===== src/rtl/button_conditioner.sv =====
// button_conditioner: 2-FF sync and debounce for two active-low push buttons, clean one-cycle
// press pulses with simultaneous-press lockout. Define AUTOREPEAT_EN for auto-repeat while held.
module button_conditioner #(
    parameter int DEBOUNCE_CYCLES = 500000,
    parameter int REPEAT_DELAY    = 25000000,
    parameter int REPEAT_PERIOD   = 5000000
) (
    input  logic clk,
    input  logic reset,
    input  logic inc_btn_n,
    input  logic dec_btn_n,
    output logic inc_pulse,
    output logic dec_pulse,
    output logic inc_held,
    output logic dec_held,
    output logic both_pressed
);
    localparam int CNT_W = $clog2(DEBOUNCE_CYCLES);
    localparam logic [CNT_W-1:0] CNT_LAST = CNT_W'(DEBOUNCE_CYCLES - 1);

    typedef enum logic [1:0] {IDLE, ARMED_INC, ARMED_DEC, LOCK} state_t;

    state_t           state;
    state_t           state_next;
    logic [1:0]       sync_meta;
    logic [1:0]       sync_out;
    logic [1:0]       stable;
    logic [1:0]       stable_d;
    logic [CNT_W-1:0] deb_cnt [2];
    logic             inc_s;
    logic             dec_s;
    logic             inc_rise;
    logic             dec_rise;
    logic             inc_fire;
    logic             dec_fire;
    logic             rep_hit;

    generate
        if (DEBOUNCE_CYCLES < 2 || REPEAT_DELAY < 1 || REPEAT_PERIOD < 1) begin : g_param_check
            $error("button_conditioner: illegal parameter values");
        end
    endgenerate

    // Bit 0 carries the increment button, bit 1 the decrement button (raw, active-low).
    always_ff @(posedge clk or posedge reset) begin
        if (reset) begin
            sync_meta <= 2'b11;
            sync_out  <= 2'b11;
        end else begin
            sync_meta <= {dec_btn_n, inc_btn_n};
            sync_out  <= sync_meta;
        end
    end

    // A level change is accepted only after DEBOUNCE_CYCLES consecutive disagreeing samples.
    always_ff @(posedge clk or posedge reset) begin
        if (reset) begin
            stable <= 2'b00;
            for (int i = 0; i < 2; i++) deb_cnt[i] <= '0;
        end else begin
            for (int i = 0; i < 2; i++) begin
                if (~sync_out[i] == stable[i]) begin
                    deb_cnt[i] <= '0;
                end else if (deb_cnt[i] == CNT_LAST) begin
                    stable[i]  <= ~stable[i];
                    deb_cnt[i] <= '0;
                end else begin
                    deb_cnt[i] <= deb_cnt[i] + 1'b1;
                end
            end
        end
    end

    assign inc_s    = stable[0];
    assign dec_s    = stable[1];
    assign inc_rise = stable[0] & ~stable_d[0];
    assign dec_rise = stable[1] & ~stable_d[1];
    assign inc_held = stable[0];
    assign dec_held = stable[1];

    always_ff @(posedge clk or posedge reset) begin
        if (reset) begin
            state     <= IDLE;
            stable_d  <= 2'b00;
            inc_pulse <= 1'b0;
            dec_pulse <= 1'b0;
        end else begin
            state     <= state_next;
            stable_d  <= stable;
            inc_pulse <= inc_fire;
            dec_pulse <= dec_fire;
        end
    end

    // Seeing the other button in an armed state wins over a same-cycle release, so it is never lost.
    always_comb begin
        state_next = state;
        case (state)
            IDLE: begin
                if (inc_s && dec_s)  state_next = LOCK;
                else if (inc_rise)   state_next = ARMED_INC;
                else if (dec_rise)   state_next = ARMED_DEC;
            end
            ARMED_INC: begin
                if (dec_s)           state_next = LOCK;
                else if (!inc_s)     state_next = IDLE;
            end
            ARMED_DEC: begin
                if (inc_s)           state_next = LOCK;
                else if (!dec_s)     state_next = IDLE;
            end
            LOCK: begin
                if (!inc_s && !dec_s) state_next = IDLE;
            end
            default: state_next = IDLE;
        endcase
    end

    always_comb begin
        inc_fire     = 1'b0;
        dec_fire     = 1'b0;
        both_pressed = (state == LOCK);
        case (state)
            IDLE: begin
                inc_fire = inc_rise & ~dec_s;
                dec_fire = dec_rise & ~inc_s;
            end
            ARMED_INC: inc_fire = inc_s & ~dec_s & rep_hit;
            ARMED_DEC: dec_fire = dec_s & ~inc_s & rep_hit;
            default: ;
        endcase
    end

`ifdef AUTOREPEAT_EN
    localparam int REP_MAX = (REPEAT_DELAY > REPEAT_PERIOD) ? REPEAT_DELAY : REPEAT_PERIOD;
    localparam int REP_W   = $clog2(REP_MAX + 1);

    logic [REP_W-1:0] rep_cnt;
    logic             rep_first;

    assign rep_hit = (rep_cnt == (rep_first ? REP_W'(REPEAT_DELAY - 1) : REP_W'(REPEAT_PERIOD - 1)));

    // Counts cycles since the last emitted pulse; the first gap is the longer initial delay.
    always_ff @(posedge clk or posedge reset) begin
        if (reset) begin
            rep_cnt   <= '0;
            rep_first <= 1'b1;
        end else if (inc_fire || dec_fire) begin
            rep_cnt   <= '0;
            rep_first <= (state == IDLE);
        end else if (state == ARMED_INC || state == ARMED_DEC) begin
            rep_cnt   <= rep_cnt + 1'b1;
        end else begin
            rep_cnt   <= '0;
            rep_first <= 1'b1;
        end
    end
`else
    assign rep_hit = 1'b0;
`endif

endmodule

===== config.mk =====
export PLATFORM = sky130hd
export DESIGN_NAME = button_conditioner
export DESIGN_NICKNAME = d
export VERILOG_FILES = /design/src/rtl/button_conditioner.sv
export SDC_FILE = /design/constraint.sdc
export NUM_CORES = 1
export LEC_CHECK = 0
export BUFFER_PORTS_ARGS = -buffer_cell sky130_fd_sc_hd__buf_2
export CAP_MARGIN = 10
export CORE_MARGIN = 10
export CORE_UTILIZATION = 45
export DETAILED_ROUTE_END_ITERATION = 7
export GPL_TIMING_DRIVEN = 0
export SLEW_MARGIN = 20
export SYNTH_ARGS = -nofsm -noshare
export SYNTH_HDL_FRONTEND = slang
export SYNTH_SLANG_ARGS = --single-unit
export TNS_END_PERCENT = 10

===== constraint.sdc =====
create_clock -name clk -period 3.15 [get_ports clk]
set_input_delay 0.1575 -clock clk [delete_from_list [all_inputs] [get_ports clk]]
set_output_delay 0.1575 -clock clk [all_outputs]
set_load 0.02 [all_outputs]

Yosys cells after proc, flatten, opt, wreduce, memory -nomap -nowiden
Cells that the tools add are included.

word-level totals
  flip-flop bits (word level) = 50
  input port bits = 4
  output and inout port bits = 5
  logic and storage cells = 58

operators by class
  add/sub/neg operators = 2
  eq/ne operators = 11
  muxes and demuxes = 15
  bitwise logic cells = 12
  reductions and logical operators = 8

operators with widths
  cell                   number
  $mux 19                4
  $add 19x1->19 const B  2
  $eq 19x19->1 const B   2
  $mux 2                 8
  $not 1->1              8
  $pmux 2 s4             1
  $ne 3x3->1 const B     2
  $and 1x1->1            4
  $eq 2x2->1 const B     2
  $ne 4x4->1 const B     1
  $reduce_and 2->1       2
  $reduce_and 4->1       1
  $eq 1x1->1             2
  $eq 2x1->1 const B     1
  $logic_and 1x1->1      2
  $logic_not 1->1        2
  $logic_not 2->1        1
  $mux 1                 2
  $ne 2x1->1 const B     1

Depth between registers and ports, before layout
  depth in word-level cells = 6
  depth in mapped cells = 6
  depth with buffers taken out = 5

Worst setup path after synthesis
Ideal clock, no wire load.

  path kind = register to register
  start = register deb_cnt[19] in the netlist's numbering
  end = register deb_cnt[26] in the netlist's numbering
  setup time = 0.132 ns
  data arrival time = 1.831 ns
  required time = 3.018 ns
  setup slack = 1.187 ns
  cell stages (with the launch flop) = 7
  path buffers = 1
  path through = dfrtp_1 -> ha_1 -> and4_1 -> nand4_1 -> o21ai_1 -> clkbuf_1 -> nor2_1

on the way
  word-level cells in the longest chain between the ends = 3
  elaborated cells between the ends (all ways) = 4
  classes of those cells = 1 x add/sub; 1 x eq/ne; 2 x mux

ends and longest elaborated chain
  item                                                  line    text
  start, declared                                       29      logic [CNT_W-1:0] deb_cnt [2];
  start signal, assigned by index                       68      deb_cnt[i] <= deb_cnt[i] + 1'b1;
  $add 19x1->19 / $eq 19x19->1 (equally long branches)  68, 64
  $mux 19 (*)                                           64      end else if (deb_cnt[i] == CNT_LAST) begin
  $mux 19 (*)                                           62      if (~sync_out[i] == stable[i]) begin

Mark *: on every way between the ends. The rest lies on a longest branch, timed or not.
A chain may end at the register's enable or synchronous reset.

Worst setup path in the final report
  start = register deb_cnt[0] in the netlist's numbering
  end = register deb_cnt[9] in the netlist's numbering

The elaborated chain is that of the path after synthesis.

==> run_results.csv <==
group,metric,value,unit
die,start_util,47.5,%
die,die_x,91.3,um
worst_setup_path,cp_cell_sequence,"ha_1, and4_1, nand4_1, o21ai_1, clkbuf_1, nor2_1",
logic_synthesis,synth-seq-cells,50,
logic_synthesis,yosys.area.top_type,"dfrtp_1",
drt,vias,1628,
logic_synthesis,syn_area_per_cell,10.2,um^2
drt,vias_per_cell,5.25,
drt,ant_nets,0,
logic_synthesis,synth_adder_area_share,1.09,%
global_routing,grt_start_max_net_pins,30,
placed_design,dpl.cell_count,300,
logic_synthesis,syn_inst,224,
placed_design,post-place-ws,0.699,ns
cts,cts_sinks,50,
drt,drt-initial-drc-count,70,
logic_synthesis,synth_cell_types,30,
sta,hold_viol,0,
sta,rsz0062_at_grt,"no",
logic_synthesis,synthSimpleGateAreaFrac,24.8,%
worst_setup_path,cp_max_fo,10,
placed_design,dp_hpwl,2.84,mm
pwr,p_leak,1.02,nW
cts,htreeDepth,2,
drt,drt-total-wl,4.06,mm
sta,period_share,76.1,%
worst_setup_path,critPathRequiredTime,3.32,ns
worst_setup_path,cp-end-kind,"register",
cells_and_area,fillers,464,
cts,clk_pin_slew,0.08,ns
placed_design,gp_congestion,0.748,
sta,setup_ws,0.754,ns
global_routing,antenna_found_initial,0,
run,drv_cap,0,
sta,fmax,417,MHz
drt,drcViolationCount,0,
logic_synthesis,synth_top_area_share,50.4,%
worst_setup_path,critical_path.top_delay_family,"compound AO/OA/AOI/OAI gates",
logic_synthesis,yosysSeqAreaShare,55.0,%
sta,fin_worst_skew,0.00466,ns
die,die_y,91.3,um
logic_synthesis,muxShareOfSynthArea,0.438,%
logic_synthesis,yosysWarnings,0,
worst_setup_path,startpoint_type,"register",
sta,setup_viol,0,
die,num_rows,25,
logic_synthesis,synth_compound_area_share,5.64,%
sta,setup_tns,0,ns
drt,first_pass_iters,4,
die,die_area,0.00833,mm^2
worst_setup_path,slowest_delay,0.62,ns
cells_and_area,finalNonFillerCells,310,
cts,root_buffer,"clkbuf_8",
pwr,ir_drop,0.000240,V
drt,wl_per_cell,13.1,um
cells_and_area,diodes,0,
logic_synthesis,synth_nets,230,
cts,cts_buffers,5,
sta,worst_slew_pin_slew,0.722,ns
worst_setup_path,slowest_stage,"o21ai_1",
worst_setup_path,crit_buf_inv,1,
logic_synthesis,synthesis.area,0.00229,mm^2
global_routing,grt_pass1_vias,1627,
global_routing,grt_pass1_wl,7.78,mm
logic_synthesis,synthXorXnorAreaFrac,10.7,%
sta,slew_headroom,51.6,%
worst_setup_path,path_class,"register to register",
cts,worstSkewPairLatency,0.29,ns
cells_and_area,nNetsFinal,249,
hold_path,hp-class,"register to register",
sta,report.final.slew_viol_count,0,
logic_synthesis,synth_top_family_by_area,"simple AND/OR/NAND/NOR gates",
pwr,powerDensity,421,mW/mm^2
status,outcome,"finished, final reports clean",
cells_and_area,final_util,52.9,%
global_routing,gr-total-overflow,0,
cells_and_area,drive_above_1_share,10.3,%
die,ios,9,
global_routing,grt_use_total,11.0,%
placed_design,io_buffers,8,
cts,cts_buffer_depth,2,
sta,layout_min_cycle_time,2.40,ns
worst_setup_path,cp.arrival,2.56,ns
cells_and_area,area_growth,11.4,%
logic_synthesis,yosys-top-cells-area,"dfrtp_1 (50%), xnor2_1 (7.3%), nor2_1 (5.9%)",
cts,cts_tree,"done",
die,coreArea,0.00482,mm^2
## routing by layer
| metal | part of all wire [%] | track usage [%] | vias up |
|---|---|---|---|
| met5 | 0 | 0 | - |
| met4 | 1.2 | 3.52 | 0 |
| met3 | 4.3 | 3.13 | 5 |
| met2 | 43 | 15.8 | 25 |
| met1 | 52 | 15.4 | 775 |
| li1 | - | - | 823 |
## synthesized netlist by cell type
library cell  number
a31oi_1            1
dfstp_2            4
mux2i_1            1
and2_1             2
nor3_1             7
o21ai_1            2
dfrtp_1           46
o21ai_0            6
a21oi_1           10
xor2_1             9
and4_1             2
nand4_4            1
or3_1              6
o31ai_1            2
buf_2              1
nand3_1           11
nor4_1             9
clkbuf_1           3
nand4_1            9
o41ai_1            2
inv_1             10
or2_2              2
nor4b_1            4
nand4_2            1
nor2_1            36
nand2_1           12
ha_1               2
or4_1              2
or4b_1             2
xnor2_1           19
## registers in the layout (all words and copies together) (netlist names)
register,cells
deb_cnt,38
dec_pulse,1
inc_pulse,1
stable,2
stable_d,2
state,2
sync_meta,2
sync_out,2
## through the flow
stage | power, W | hold WS, ns | instance area, um^2
final | 0.00107 | 0.361 | 2550
after global routing | 0.00113 | 0.368 | 2550
after CTS | 0.00109 | 0.363 | 2550
after detailed placement | 0.000716 | 0.211 | 2430
after global placement | 0.000712 | 0.263 | 2410
after floorplan | 0.000700 | 0.162 | 2290
## placed cells by master, fill, tap and decap left out, drive strengths merged
cell type    count
or3              6
o41ai            2
xor2             9
nor4b            4
nand3           11
mux2i            1
o21ai            8
dlygate4sd3      3
buf             10
xnor2           19
or2              2
nor4             9
and4             2
a31oi            1
and2             2
nor2            36
o31ai            2
nor3             7
nand4           11
dfrtp           46
clkbuf          10
dfstp            4
or4              2
or4b             2
inv             10
a21oi           10
ha               2
nand2           12
## final timing paths
| kind | start | endpoint | slack [ns] | depth (start not counted) |
|---|---|---|---|---|
| setup / recovery | deb_cnt[0]$_DFF_PP0_ | deb_cnt[9]$_DFF_PP0_ | 0.75 | 6 |
| min in group asynchronous | reset | deb_cnt[35]$_DFF_PP0_ | 0.43 | 3 |
| max in group asynchronous | reset | sync_meta[0]$_DFF_PP1_ | 2.13 | 4 |
| hold / removal | sync_meta[1]$_DFF_PP1_ | sync_out[1]$_DFF_PP1_ | 0.36 | 0 |
| hold reg to reg | sync_meta[1]$_DFF_PP1_ | sync_out[1]$_DFF_PP1_ | 0.36 | 0 |
| setup reg to reg | deb_cnt[0]$_DFF_PP0_ | deb_cnt[9]$_DFF_PP0_ | 0.75 | 6 |
## where the power goes
group          switching, W  internal [W]  leakage [nW]
registers        0.00000829      0.000652         0.680
logic             0.0000292     0.0000142         0.299
clock network      0.000193      0.000175        0.0443
total              0.000230      0.000841          1.02
## cell families after synthesis
logic type,after synthesis
buf+inv,14
mux,1
fa+ha+maj,2
compound gates,23
xor+xnor,28
simple gates,106
flops,50
## worst register-to-register path, cell delays in order, from the launching register on
cell      delay (ns)
dfrtp_1         0.39
ha_1            0.24
and4_1          0.31
nand4_1         0.18
o21ai_1         0.62
clkbuf_1        0.43
nor2_1          0.10
## layout make-up
type	instances	area, um^2	share of cell area (%)
flip-flops and latches	50	1260	49.3
multi-input cells	160	976	38.3
repair buffers	12	90.1	3.54
clock buffers	7	86.3	3.39
well taps	67	83.8	3.29
inverters	10	37.5	1.47
plain buffers	4	16.3	0.639
## repair_timing
item,in CTS,in global routing
hold endpoints to repair,21,0
setup endpoints to repair,0,0
setup buffers,0,0
gates resized for setup,0,0
hold buffers,3,0
No activity file was read; power rests on OpenSTA's default activity.
